$ cat src/rtl/ram_arb_pkg.sv
// Shared types and constants for the two-port RAM access arbiter.
// Holds state encoding, default widths and port indices.
package ram_arb_pkg;

    localparam int ADDR_W_DEF = 9;
    localparam int DATA_W_DEF = 32;

    localparam logic PORT_FETCH = 1'b0;
    localparam logic PORT_MEM   = 1'b1;

    typedef enum logic [1:0] {
        IDLE    = 2'd0,
        ISSUE   = 2'd1,
        CAPTURE = 2'd2
    } state_t;

    function automatic logic [1:0] port_onehot(input logic port);
        return port ? 2'b10 : 2'b01;
    endfunction

endpackage

$ cat src/rtl/ram_access_arbiter_if.sv
// Requester handshake plus RAM control/data lines for the RAM access arbiter.
// slave = arbiter side, master = requesters and RAM side.
interface ram_access_arbiter_if
    import ram_arb_pkg::*;
#(
    parameter int ADDR_W = ADDR_W_DEF,
    parameter int DATA_W = DATA_W_DEF
) ();

    logic              req0;
    logic              we0;
    logic [ADDR_W-1:0] addr0;
    logic [DATA_W-1:0] wdata0;
    logic              req1;
    logic              we1;
    logic [ADDR_W-1:0] addr1;
    logic [DATA_W-1:0] wdata1;

    logic              done0;
    logic              done1;
    logic [DATA_W-1:0] rdata;
    logic              busy;
    logic [1:0]        grant;

    logic              ram_read;
    logic              ram_write;
    logic [ADDR_W-1:0] ram_addr;
    logic [DATA_W-1:0] ram_mdatain;
    logic [DATA_W-1:0] ram_dout;

    modport slave (
        input  req0, we0, addr0, wdata0,
        input  req1, we1, addr1, wdata1,
        output done0, done1, rdata, busy, grant,
        output ram_read, ram_write, ram_addr, ram_mdatain,
        input  ram_dout
    );

    modport master (
        output req0, we0, addr0, wdata0,
        output req1, we1, addr1, wdata1,
        input  done0, done1, rdata, busy, grant,
        input  ram_read, ram_write, ram_addr, ram_mdatain,
        output ram_dout
    );

endinterface

$ cat src/rtl/rr_arbiter2.sv
// Two-way winner select (combinational) with a last-grant pointer updated on completion.
// RR_EN=0 gives fixed priority to port 0; the pointer is still tracked but ignored.
module rr_arbiter2
    import ram_arb_pkg::*;
#(
    parameter int RR_EN = 1
) (
    input  logic       Clock,
    input  logic       Clear,
    input  logic [1:0] elig,
    input  logic       upd,
    input  logic       upd_port,
    output logic       win_vld,
    output logic       win_port
);

    logic last;

    always_ff @(posedge Clock) begin
        if (Clear) begin
            last <= PORT_MEM;
        end else if (upd) begin
            last <= upd_port;
        end
    end

    always_comb begin
        win_vld  = |elig;
        win_port = PORT_FETCH;
        if (elig == 2'b10) begin
            win_port = PORT_MEM;
        end else if (elig == 2'b11 && RR_EN != 0) begin
            win_port = ~last;
        end
    end

endmodule

$ cat src/rtl/ram_access_arbiter.sv
// Arbitrates two requesters onto a 512x32 sync RAM; write done 2 cycles, read done 3 cycles after req sampled.
// Requests are levels held until done; losers stay pending until the arbiter returns to IDLE.
module ram_access_arbiter
    import ram_arb_pkg::*;
#(
    parameter int ADDR_W = ADDR_W_DEF,
    parameter int DATA_W = DATA_W_DEF,
    parameter int RR_EN  = 1
) (
    input  logic                  Clock,
    input  logic                  Clear,
    ram_access_arbiter_if.slave   bus
);

    state_t            state;
    logic              owner;
    logic              owner_we;
    logic              done0_q;
    logic              done1_q;
    logic [DATA_W-1:0] rdata_q;
    logic              busy_q;
    logic [1:0]        grant_q;
    logic              ram_read_q;
    logic              ram_write_q;
    logic [ADDR_W-1:0] ram_addr_q;
    logic [DATA_W-1:0] ram_mdatain_q;

    logic [1:0] elig;
    logic       win_vld;
    logic       win_port;
    logic       complete;
    logic       sel_we;

    // A port seeing done this cycle is dropping req; don't regrant it on stale req.
    assign elig     = {bus.req1 & ~done1_q, bus.req0 & ~done0_q};
    assign complete = (state == CAPTURE) || (state == ISSUE && owner_we);
    assign sel_we   = win_port ? bus.we1 : bus.we0;

    rr_arbiter2 #(.RR_EN(RR_EN)) u_arb (
        .Clock    (Clock),
        .Clear    (Clear),
        .elig     (elig),
        .upd      (complete),
        .upd_port (owner),
        .win_vld  (win_vld),
        .win_port (win_port)
    );

    always_ff @(posedge Clock) begin
        if (Clear) begin
            state         <= IDLE;
            owner         <= PORT_FETCH;
            owner_we      <= 1'b0;
            done0_q       <= 1'b0;
            done1_q       <= 1'b0;
            rdata_q       <= '0;
            busy_q        <= 1'b0;
            grant_q       <= 2'b00;
            ram_read_q    <= 1'b0;
            ram_write_q   <= 1'b0;
            ram_addr_q    <= '0;
            ram_mdatain_q <= '0;
        end else begin
            done0_q <= 1'b0;
            done1_q <= 1'b0;
            case (state)
                IDLE: begin
                    if (win_vld) begin
                        owner         <= win_port;
                        owner_we      <= sel_we;
                        ram_addr_q    <= win_port ? bus.addr1 : bus.addr0;
                        ram_mdatain_q <= win_port ? bus.wdata1 : bus.wdata0;
                        ram_write_q   <= sel_we;
                        ram_read_q    <= ~sel_we;
                        grant_q       <= port_onehot(win_port);
                        busy_q        <= 1'b1;
                        state         <= ISSUE;
                    end
                end
                ISSUE: begin
                    ram_read_q  <= 1'b0;
                    ram_write_q <= 1'b0;
                    if (owner_we) begin
                        done0_q <= (owner == PORT_FETCH);
                        done1_q <= (owner == PORT_MEM);
                        grant_q <= 2'b00;
                        busy_q  <= 1'b0;
                        state   <= IDLE;
                    end else begin
                        state <= CAPTURE;
                    end
                end
                CAPTURE: begin
                    rdata_q <= bus.ram_dout;
                    done0_q <= (owner == PORT_FETCH);
                    done1_q <= (owner == PORT_MEM);
                    grant_q <= 2'b00;
                    busy_q  <= 1'b0;
                    state   <= IDLE;
                end
                default: begin
                    state <= IDLE;
                end
            endcase
        end
    end

    assign bus.done0       = done0_q;
    assign bus.done1       = done1_q;
    assign bus.rdata       = rdata_q;
    assign bus.busy        = busy_q;
    assign bus.grant       = grant_q;
    assign bus.ram_read    = ram_read_q;
    assign bus.ram_write   = ram_write_q;
    assign bus.ram_addr    = ram_addr_q;
    assign bus.ram_mdatain = ram_mdatain_q;

endmodule

$ cat src/flat_wrapper.sv
// flat-port wrapper written by rule: the top's interface ports become plain ports
module ram_access_arbiter_flat import ram_arb_pkg::*;
#(
    parameter int ADDR_W = ADDR_W_DEF,
    parameter int DATA_W = DATA_W_DEF,
    parameter int RR_EN  = 1
)
  (Clock, Clear, bus_req0, bus_we0, bus_addr0, bus_wdata0, bus_req1, bus_we1, bus_addr1, bus_wdata1, bus_done0, bus_done1, bus_rdata, bus_busy, bus_grant, bus_ram_read, bus_ram_write, bus_ram_addr, bus_ram_mdatain, bus_ram_dout);
  ram_access_arbiter_if #(.ADDR_W(ADDR_W), .DATA_W(DATA_W)) bus_i ();
  input  logic Clock;
  input  logic Clear;
  input wire logic [$bits(bus_i.req0)-1:0] bus_req0;
  input wire logic [$bits(bus_i.we0)-1:0] bus_we0;
  input wire logic [$bits(bus_i.addr0)-1:0] bus_addr0;
  input wire logic [$bits(bus_i.wdata0)-1:0] bus_wdata0;
  input wire logic [$bits(bus_i.req1)-1:0] bus_req1;
  input wire logic [$bits(bus_i.we1)-1:0] bus_we1;
  input wire logic [$bits(bus_i.addr1)-1:0] bus_addr1;
  input wire logic [$bits(bus_i.wdata1)-1:0] bus_wdata1;
  output wire logic [$bits(bus_i.done0)-1:0] bus_done0;
  output wire logic [$bits(bus_i.done1)-1:0] bus_done1;
  output wire logic [$bits(bus_i.rdata)-1:0] bus_rdata;
  output wire logic [$bits(bus_i.busy)-1:0] bus_busy;
  output wire logic [$bits(bus_i.grant)-1:0] bus_grant;
  output wire logic [$bits(bus_i.ram_read)-1:0] bus_ram_read;
  output wire logic [$bits(bus_i.ram_write)-1:0] bus_ram_write;
  output wire logic [$bits(bus_i.ram_addr)-1:0] bus_ram_addr;
  output wire logic [$bits(bus_i.ram_mdatain)-1:0] bus_ram_mdatain;
  input wire logic [$bits(bus_i.ram_dout)-1:0] bus_ram_dout;
  assign bus_i.req0 = bus_req0;
  assign bus_i.we0 = bus_we0;
  assign bus_i.addr0 = bus_addr0;
  assign bus_i.wdata0 = bus_wdata0;
  assign bus_i.req1 = bus_req1;
  assign bus_i.we1 = bus_we1;
  assign bus_i.addr1 = bus_addr1;
  assign bus_i.wdata1 = bus_wdata1;
  assign bus_done0 = bus_i.done0;
  assign bus_done1 = bus_i.done1;
  assign bus_rdata = bus_i.rdata;
  assign bus_busy = bus_i.busy;
  assign bus_grant = bus_i.grant;
  assign bus_ram_read = bus_i.ram_read;
  assign bus_ram_write = bus_i.ram_write;
  assign bus_ram_addr = bus_i.ram_addr;
  assign bus_ram_mdatain = bus_i.ram_mdatain;
  assign bus_i.ram_dout = bus_ram_dout;
  ram_access_arbiter #(.ADDR_W(ADDR_W), .DATA_W(DATA_W), .RR_EN(RR_EN)) u_core (.Clock(Clock), .Clear(Clear), .bus(bus_i));
endmodule
$ cat config.mk
export PLATFORM = sky130hd
export DESIGN_NAME = ram_access_arbiter_flat
export DESIGN_NICKNAME = d
export VERILOG_FILES = /design/src/rtl/ram_arb_pkg.sv /design/src/rtl/ram_access_arbiter_if.sv /design/src/rtl/rr_arbiter2.sv /design/src/rtl/ram_access_arbiter.sv /design/src/flat_wrapper.sv
export SDC_FILE = /design/constraint.sdc
export NUM_CORES = 1
export LEC_CHECK = 0
export CAP_MARGIN = 20
export CORE_ASPECT_RATIO = 0.5
export CORE_UTILIZATION = 35
export CTS_CLUSTER_DIAMETER = 120
export DETAILED_ROUTE_END_ITERATION = 8
export GPL_ROUTABILITY_DRIVEN = 1
export MAX_ROUTING_LAYER = met4
export PLACE_DENSITY = 0.74
export SYNTH_ARGS = -nofsm -noshare
export SYNTH_HDL_FRONTEND = slang
export SYNTH_HIERARCHICAL = 1
export SYNTH_SLANG_ARGS = --single-unit
export TNS_END_PERCENT = 5
$ cat constraint.sdc
create_clock -name Clock -period 1.56 [get_ports Clock]
set_clock_uncertainty 0.1 [all_clocks]
set_input_delay 0.312 -clock Clock [delete_from_list [all_inputs] [get_ports Clock]]
set_output_delay 0.312 -clock Clock [all_outputs]
set_load 0.005 [all_outputs]
---- Word-level counts from Yosys, hierarchy flattened ----
Index checks and enable logic that the tools add are counted.
storage, ports and cells
  bits in registers ....................... 85
  bits of input ports ..................... 120
  output and inout port bits .............. 80
  word-level logic and storage cells ...... 58
cells by class
  equality and inequality tests ........... 6
  mux-type cells .......................... 23
  bitwise gates (word level) .............. 7
  reductions and logical operators ........ 9
operators by type and width
  operator                                             number
  2-to-1 mux 32 bit                                    1
  2-to-1 mux 2 bit                                     5
  2-to-1 mux 1 bit                                     9
  2-to-1 mux 9 bit                                     1
  one-hot mux 1 bit (2 select lines)                   4
  equality test 2 bit, second input constant           3
  one-hot mux 2 bit (3 select lines)                   1
  NOT 1 bit                                            5
  one-hot mux 2 bit (2 select lines)                   1
  AND reduction 2 bit                                  2
  one-hot mux 1 bit (3 select lines)                   1
  AND reduction 3 bit                                  1
  nonzero test 3 bit                                   1
  AND 1 bit                                            2
  equality test 2 x 1 -> 1 bit, second input constant  1
  zero test 2 bit                                      1
  != test 2 x 1 -> 1 bit, second input constant        1
  != test 2 bit, second input constant                 1
  nonzero test 2 bit                                   1
  OR reduction 2 bit                                   1
  logical AND 1 bit                                    1
  logical OR 1 bit                                     1

---- Logic depth before layout (Yosys ltp) ----
Gate-level depths: netlist of run 1.
  depth after elaboration ................. 9
  mapped depth ............................ 8
  depth with buffers taken out ............ 5

---- By module ----
Netlist of run 1, hierarchy kept.
modules (own cells, without submodules)
  module              times used  cells each  area each (sq um)  sequential area each (sq um)
  ram_access_arbiter  1           347         3613.5             1681.6
  rr_arbiter2         1           5           48.8               20.0

---- Worst setup path after synthesis of run 1 ----
OpenSTA, ideal clock, no wires.
  path kind ............................... input-to-reg
  start ................................... in bus_req1
  end ..................................... reg u_core.ram_read_q, in the netlist u_core/bus.ram_read
  library setup time ...................... 0.070 ns
  arrival ................................. 1.500 ns
  data required time ...................... 1.390 ns
  slack ................................... -0.110 ns
  cell stages on the path ................. 6
  buffers on the path ..................... 1
  path through ............................ nor2b_1 > a21boi_0 > buf_6 > mux2i_1 > or3b_1 > a21oi_1
between the ends
  word-level cells in the longest chain between the ends .. 8
  elaborated cells between the ends (all ways) .. 12
  classes of those cells .................. 3 x eq/ne; 5 x mux; 2 x bitwise; 2 x reduce/logical
ends and longest elaborated chain
  what                                    line                      RTL
  from (decl)                             flat_wrapper.sv:16        input wire logic [$bits(bus_i.req1)-1:0] bus_req1;
  AND 1 bit (*)                           ram_access_arbiter.sv:35  assign elig = {bus.req1 & ~done1_q, bus.req0 & ~done0_q};
  equality test 2 bit                     rr_arbiter2.sv:32         end else if (elig == 2'b11 && RR_EN != 0) begin
  2-to-1 mux 1 bit                        rr_arbiter2.sv:32
  2-to-1 mux 1 bit (*)                    rr_arbiter2.sv:30         if (elig == 2'b10) begin
  named net u_core.win_port               ram_access_arbiter.sv:30  logic win_port;
  2-to-1 mux 1 bit (*)                    ram_access_arbiter.sv:37  assign sel_we = win_port ? bus.we1 : bus.we0;
  NOT 1 bit (*)                           ram_access_arbiter.sv:74  ram_read_q <= ~sel_we;
  2-to-1 mux 1 bit (*)                    ram_access_arbiter.sv:68  if (win_vld) begin
  one-hot mux 1 bit (2 select lines) (*)  ram_access_arbiter.sv:66  case (state)
  to (signal assigned)                    ram_access_arbiter.sv:74
  to (decl)                               ram_access_arbiter.sv:23  logic ram_read_q;
The timed path passes the listed nets; every way through them passes the cells marked *. The select of a mux whose other input is x is not followed.
A chain may end at the register's enable or synchronous reset.

---- Worst setup path after layout of run 1 ----
  start ................................... reg u_core.done1_q, in the netlist u_core/bus.done1
  end ..................................... reg u_core.ram_read_q, in the netlist u_core/bus.ram_read
between the ends
  word-level cells in the longest chain between the ends .. 9
  elaborated cells between the ends (all ways) .. 13
  classes of those cells .................. 3 x eq/ne; 5 x mux; 3 x bitwise; 2 x reduce/logical
ends and longest elaborated chain
  what                                    line                      RTL
  from (decl)                             ram_access_arbiter.sv:19  logic done1_q;
  from (signal assigned)                  ram_access_arbiter.sv:85  done1_q <= (owner == PORT_MEM);
  from (signal assigned)                  ram_access_arbiter.sv:96  done1_q <= (owner == PORT_MEM);
  NOT 1 bit (*)                           ram_access_arbiter.sv:35
  AND 1 bit (*)                           ram_access_arbiter.sv:35
  named net u_core.elig[1]                ram_access_arbiter.sv:28  logic [1:0] elig;
  equality test 2 bit                     rr_arbiter2.sv:32
  2-to-1 mux 1 bit                        rr_arbiter2.sv:32
  2-to-1 mux 1 bit (*)                    rr_arbiter2.sv:30
  named net u_core.win_port               ram_access_arbiter.sv:30
  2-to-1 mux 1 bit (*)                    ram_access_arbiter.sv:37
  NOT 1 bit (*)                           ram_access_arbiter.sv:74
  2-to-1 mux 1 bit (*)                    ram_access_arbiter.sv:68
  one-hot mux 1 bit (2 select lines) (*)  ram_access_arbiter.sv:66
Marks and branches as above.

==> impl_metrics.ini, run 1 <==
[drt]
drc_errors = 0
vias = 3377
ant_nets = 0
viasPerCell = 4.74
drt_first_iter_violations = 96
wirelength_um = 10700
wl_per_cell_um = 15.0
drtPass1Iterations = 4

[synth]
postSynthCellCount = 352
synth_edf_count = 0
syn_avg_cell_area_um2 = 10.4
synth_async_sr_flop_share = 0
ys_seq_area_frac = 0.465
ys_warn_count = 6
synth_cell_types = 30
ys.flop_type = dfxtp_1
synth.ff_latch_count = 85
syn-num-nets = 479
syn_area_mm2 = 0.00366

[setup_path]
critPathKind = reg2reg
worstPathRequired_ns = 1.73
start_kind = flop
cp_slowest_cell = or3b_1
cp.arrival_ns = 1.84
cpPeakStageDelay_ns = 0.40
crit_path_end_kind = flop
path_max_fanout = 3
path_cells = nor2b_4 > a21boi_4 > mux2i_2 > or3b_1 > a21oi_2

[final_layout]
utilization = 0.693
area_growth_pct = 85.2
drive_gt1_frac = 0.267
final_cell_mix = clkdlybuf4s50_1, dlygate4sd2_1, dfxtp_1
n_antenna_cell = 0
final_common_cell = clkdlybuf4s50_1
fin_nets = 699

[global_route]
grt_overflow = 0
grt_pass1_vias = 3402
busiest_layer = met2
antenna_found_initial = 0
grt_pass1_wl_um = 16500
use_met1 = 0.218
grt_util_met2 = 0.360
grt_max_degree = 33
grt_usage = 0.201
grt.met3_usage = 0.0589

[clock_tree]
cts_sinks = 85
h-tree-depth = 3
insertion_delay_ns = 0.34
cts_max_path_buffers = 2
clk_pin_slew_ns = 0.06
cts_made_buffers = 9
cts_root_buffer = clkbuf_16
cts_tree = done

[pwr]
power.density_mw_per_mm2 = 1040
power_leakage_nw = 2.86
vdd_drop_max_v = 0.000660

[timing]
fin_crit_sh = 1.07
rsz0062_at_grt = yes
max_freq_mhz = 600
slew-limit-headroom = 0.673
tns_ns = -2.10
slew_violations = 0
hold_viol_final = 0
period_minus_slack_ns = 1.67
layout_setup_ws_ns = -0.107
tightest_slew_ns = 0.490
finalSetupViolations = 44

[status]
violations = negative setup slack
status = complete, but fails checks

[place]
port_buffers = 199
place.gp.congestion = 0.743
dp_hpwl_um = 7130

[floorplan]
die-area_mm2 = 0.0109
core_area_mm2 = 0.00979
rows = 25
ios = 200
die_h_um = 74.3
die_x_um = 147
start_util = 0.374

[job]
drv_cap = 0

[hold_path]
hp-class = in2reg
-- state kept, by name, indices dropped and copies added (netlist names), 2 cells and up --
register / flops
u_core/bus.ram_mdatain: 32
u_core/bus.rdata: 32
u_core/bus.ram_addr: 9
u_core/bus.grant: 2
u_core/state: 2
-- synthesized netlist by cell type (2+ instances only) --
cell | n | area (um2)
mux2i_1 | 77 | 771
or3b_1 | 3 | 26.3
buf_4 | 3 | 22.5
ha_1 | 7 | 87.6
nor2_1 | 75 | 282
nand2_1 | 6 | 22.5
a211oi_2 | 20 | 250
clkbuf_1 | 3 | 11.3
a211oi_1 | 22 | 165
nand2b_1 | 2 | 12.5
a21oi_1 | 7 | 35.0
nor2b_1 | 6 | 37.5
buf_6 | 4 | 45.0
buf_1 | 3 | 11.3
dfxtp_1 | 85 | 1700
buf_2 | 14 | 70.1
inv_1 | 2 | 7.51
-- cell type report --
type / count / area [um2]
inverters: 2 / 7.51
flip-flops and latches: 85 / 1720
clock buffers: 9 / 225
multi-input cells: 237 / 2170
repair buffers: 237 / 2390
well taps: 135 / 169
fillers: 760 / 3010
clock inverters: 7 / 100
-- critical path: cells and delay by family (launching register included) --
kind            cells  cell delay [ns]
mux                 1             0.25
flops               1             0.34
compound gates      2             0.40
simple gates        2             0.52
-- logic make-up after synthesis --
| group | count (synthesis) | synth area share |
|---|---|---|
| flip-flops | 85 | 0.465 |
| adder cells (fa/ha/maj) | 7 | 0.0239 |
| AO/OA/AOI/OAI | 53 | 0.132 |
| multiplexers | 78 | 0.214 |
| buffers and inverters | 30 | 0.0478 |
| AND/OR/NAND/NOR | 99 | 0.119 |
-- through the flow --
step           setup slack (ns)  cells  power (mW)  instance area, um2  hold slack, ns
6_report                 -0.107    712        7.07                6780           0.136
3_3_place_gp             -0.562    685        4.49                6030           0.338
4_1_cts                  -0.105    713        7.08                6730           0.125
5_1_grt                  -0.171    712        7.39                6780           0.138
2_1_floorplan           -0.0100    352        3.54                3780           0.311
3_5_place_dp             -0.570    685        4.52                6030           0.351
-- routing by layer --
metal | up-vias | wire [um] | share of wire
li1 | 1673 | - | -
met1 | 1587 | 4430 | 0.41
met2 | 97 | 5470 | 0.51
met3 | 20 | 622 | 0.058
met4 | 0 | 180 | 0.017
met5 | - | 0 | 0
-- power by group --
| part | internal (mW) | switching [mW] | leakage, nW |
|---|---|---|---|
| logic | 1.27 | 0.908 | 2.00 |
| clock network | 1.41 | 0.896 | 0.160 |
| registers | 2.43 | 0.159 | 0.704 |
-- path summary, 6_finish.rpt --
path,cells after the start,end,slack [ns],start
setup / recovery,5,u_core/bus.ram_read,-0.11,u_core/bus.done1
setup reg to reg,5,u_core/bus.ram_read,-0.11,u_core/bus.done1
hold reg to reg,2,u_core/bus.busy,0.38,u_core/bus.busy
hold / removal,2,u_core/state[0],0.14,Clear
-- what timing repair did --
item | 4_1_cts | 5_1_grt
pin swaps | 11 | 9
hold buffers | 0 | 0
endpoints found under the setup margin | 129 | 49
gates resized for setup | 149 | 22
cloned | 5 | 0
setup buffers | 7 | 0
Note: power is estimated with default switching activity, not from simulation.
==> run 2: changes to the inputs <==
--- a/config.mk
+++ b/config.mk
@@ -7,12 +7,12 @@
 export LEC_CHECK = 0
 export CAP_MARGIN = 20
 export CORE_ASPECT_RATIO = 0.5
-export CORE_UTILIZATION = 35
+export CORE_UTILIZATION = 39
 export CTS_CLUSTER_DIAMETER = 120
 export DETAILED_ROUTE_END_ITERATION = 8
 export GPL_ROUTABILITY_DRIVEN = 1
 export MAX_ROUTING_LAYER = met4
-export PLACE_DENSITY = 0.74
+export PLACE_DENSITY = 0.79
 export SYNTH_ARGS = -nofsm -noshare
 export SYNTH_HDL_FRONTEND = slang
 export SYNTH_HIERARCHICAL = 1
==> constraint.sdc (replaced) <==
create_clock -name Clock -period 1.68 [get_ports Clock]
set_clock_uncertainty 0.1 [all_clocks]
set_input_delay 0.336 -clock Clock [delete_from_list [all_inputs] [get_ports Clock]]
set_output_delay 0.336 -clock Clock [all_outputs]
set_load 0.005 [all_outputs]
==> impl_metrics.ini, run 2 (same netlist as run 1, synthesis figures left out) <==
[floorplan]
die-area_mm2 = 0.00981
rows = 24
die_h_um = 70.5
ios = 200
die_x_um = 139
start_util = 0.411
core_area_mm2 = 0.00892

[status]
violations = design-rule violations
status = complete, but fails checks

[pwr]
power.density_mw_per_mm2 = 1010
p_int_mw = 4.86
seqPwrFrac = 0.366
power_leakage_nw = 2.48
fin_total_pwr_mw = 6.45
p_sw_mw = 1.59
vdd_drop_max_v = 0.000597
power_frac_comb = 0.274
p_sw_frac = 0.247
pwr-share-clk = 0.360

[hold_path]
hp-class = in2reg

[place]
pre_cts_ws_ns = -0.467
place.gp.congestion = 0.739
port_buffers = 199
dp_hpwl_um = 7100
place_area_mm2 = 0.00594

[setup_path]
crit_path_end_kind = flop
crit_family = simple AND/OR/NAND/NOR gates
path_max_fanout = 3
r2r_setup_slack_ns = 0.04
worstPathRequired_ns = 1.84
cpPeakStageDelay_ns = 0.37
critPathKind = reg2reg
timing.critical_path.buf_inv = 1
cp_slowest_cell = or3b_1
path_cells = nor2b_4 > buf_6 > a21boi_4 > mux2i_2 > or3b_1 > a21oi_1
cp.arrival_ns = 1.81
start_kind = flop

[final_layout]
final_common_cell = clkdlybuf4s50_1
area_growth_pct = 75.0
drive_gt1_frac = 0.148
regArea_mm2 = 0.00171
final_cell_mix = clkdlybuf4s50_1, dfxtp_1, nor2_1
fin_nets = 688
multi_input_area_mm2 = 0.00188
fillers = 664
n_antenna_cell = 0
final_area_mm2 = 0.00641

[timing]
rsz0062_at_grt = yes
fin_crit_sh = 0.979
max_freq_mhz = 608
layout_setup_ws_ns = 0.0354
period_minus_slack_ns = 1.64
finalSetupViolations = 0
slew-limit-headroom = 0.797
slew_violations = 0
tightest_slew_ns = 0.304
hold_viol_final = 0

[global_route]
grt_pass1_vias = 3311
grt_usage = 0.210
grt_overflow = 0
grt_max_degree = 38
antenna_found_initial = 0
grt_pass1_wl_um = 15900

[drt]
drc_errors = 9
drt_first_iter_violations = 119
ant_nets = 0
vias = 3267
viasPerCell = 4.78
wirelength_um = 9700
drtPass1Iterations = 8
wl_per_cell_um = 14.2

[clock_tree]
cts_max_path_buffers = 2
cts_sinks = 85
cts_tree = done
clk_pin_slew_ns = 0.06
insertion_delay_ns = 0.33
cts_made_buffers = 9
h-tree-depth = 3
cts-hold-fix-buffers = 0
cts_root_buffer = clkbuf_16

[job]
drv_cap = 0
[run 2: cell types whose count changed in the layout (fill, tap and decap cells not counted), sizes merged]
cell	change
dlymetal6s2s	+3
dlygate4sd2	-79
clkinv	-4
bufbuf	-1
clkdlybuf4s50	+76
bufinv	+1
clkinvlp	+1
buf	-10
clkbuf	+2
[run 2: final timing paths]
path | start | endpoint | cells after the start
max | u_core/bus.done0 | u_core/bus.ram_read | 6
min reg2reg | u_core/bus.ram_write | u_core/bus.ram_write | 2
min | Clear | u_core/bus.rdata[27] | 2
max reg2reg | u_core/bus.done0 | u_core/bus.ram_read | 6
[run 2: per-layer routing]
metal	track usage	up-vias	wire, um
met5	-	-	0
met4	0.0716	0	171
met3	0.0576	17	553
met2	0.373	97	4920
met1	0.230	1502	4050
li1	-	1651	-
[run 2: area by class of cell]
cell class                      instances  share of cell area
Sequential cell                        85               0.266
Clock inverter                          5              0.0166
Multi-Input combinational cell        237               0.293
Inverter                                2             0.00117
Clock buffer                           11              0.0394
Timing Repair Buffer                  226               0.361
Tap cell                              117              0.0228
[run 2: per-stage QoR]
step                hold WS [ns]  setup TNS (ns)  instances  utilization
floorplan                  0.335               0        352            -
global placement           0.341          -18.66        666        0.666
detailed placement         0.350          -19.41        666        0.666
CTS                        0.252         -0.0112        683        0.713
global route               0.265         -0.0214        683        0.719
finish                     0.272               0        683        0.719
[run 2: power groups by stage]
stage | registers [mW] | logic, mW | clock network [mW]
finish | 2.36 | 1.77 | 2.32
global placement | 2.39 | 1.69 | 0
global route | 2.39 | 1.91 | 2.48
CTS | 2.36 | 1.76 | 2.39
detailed placement | 2.40 | 1.72 | 0
floorplan | 2.42 | 0.771 | 0
[run 2: what timing repair did]
action / CTS / global route
setup buffers: 1 / 0
endpoints found under the setup margin: 44 / 21
resized for setup: 17 / 13
pin swaps: 2 / 2
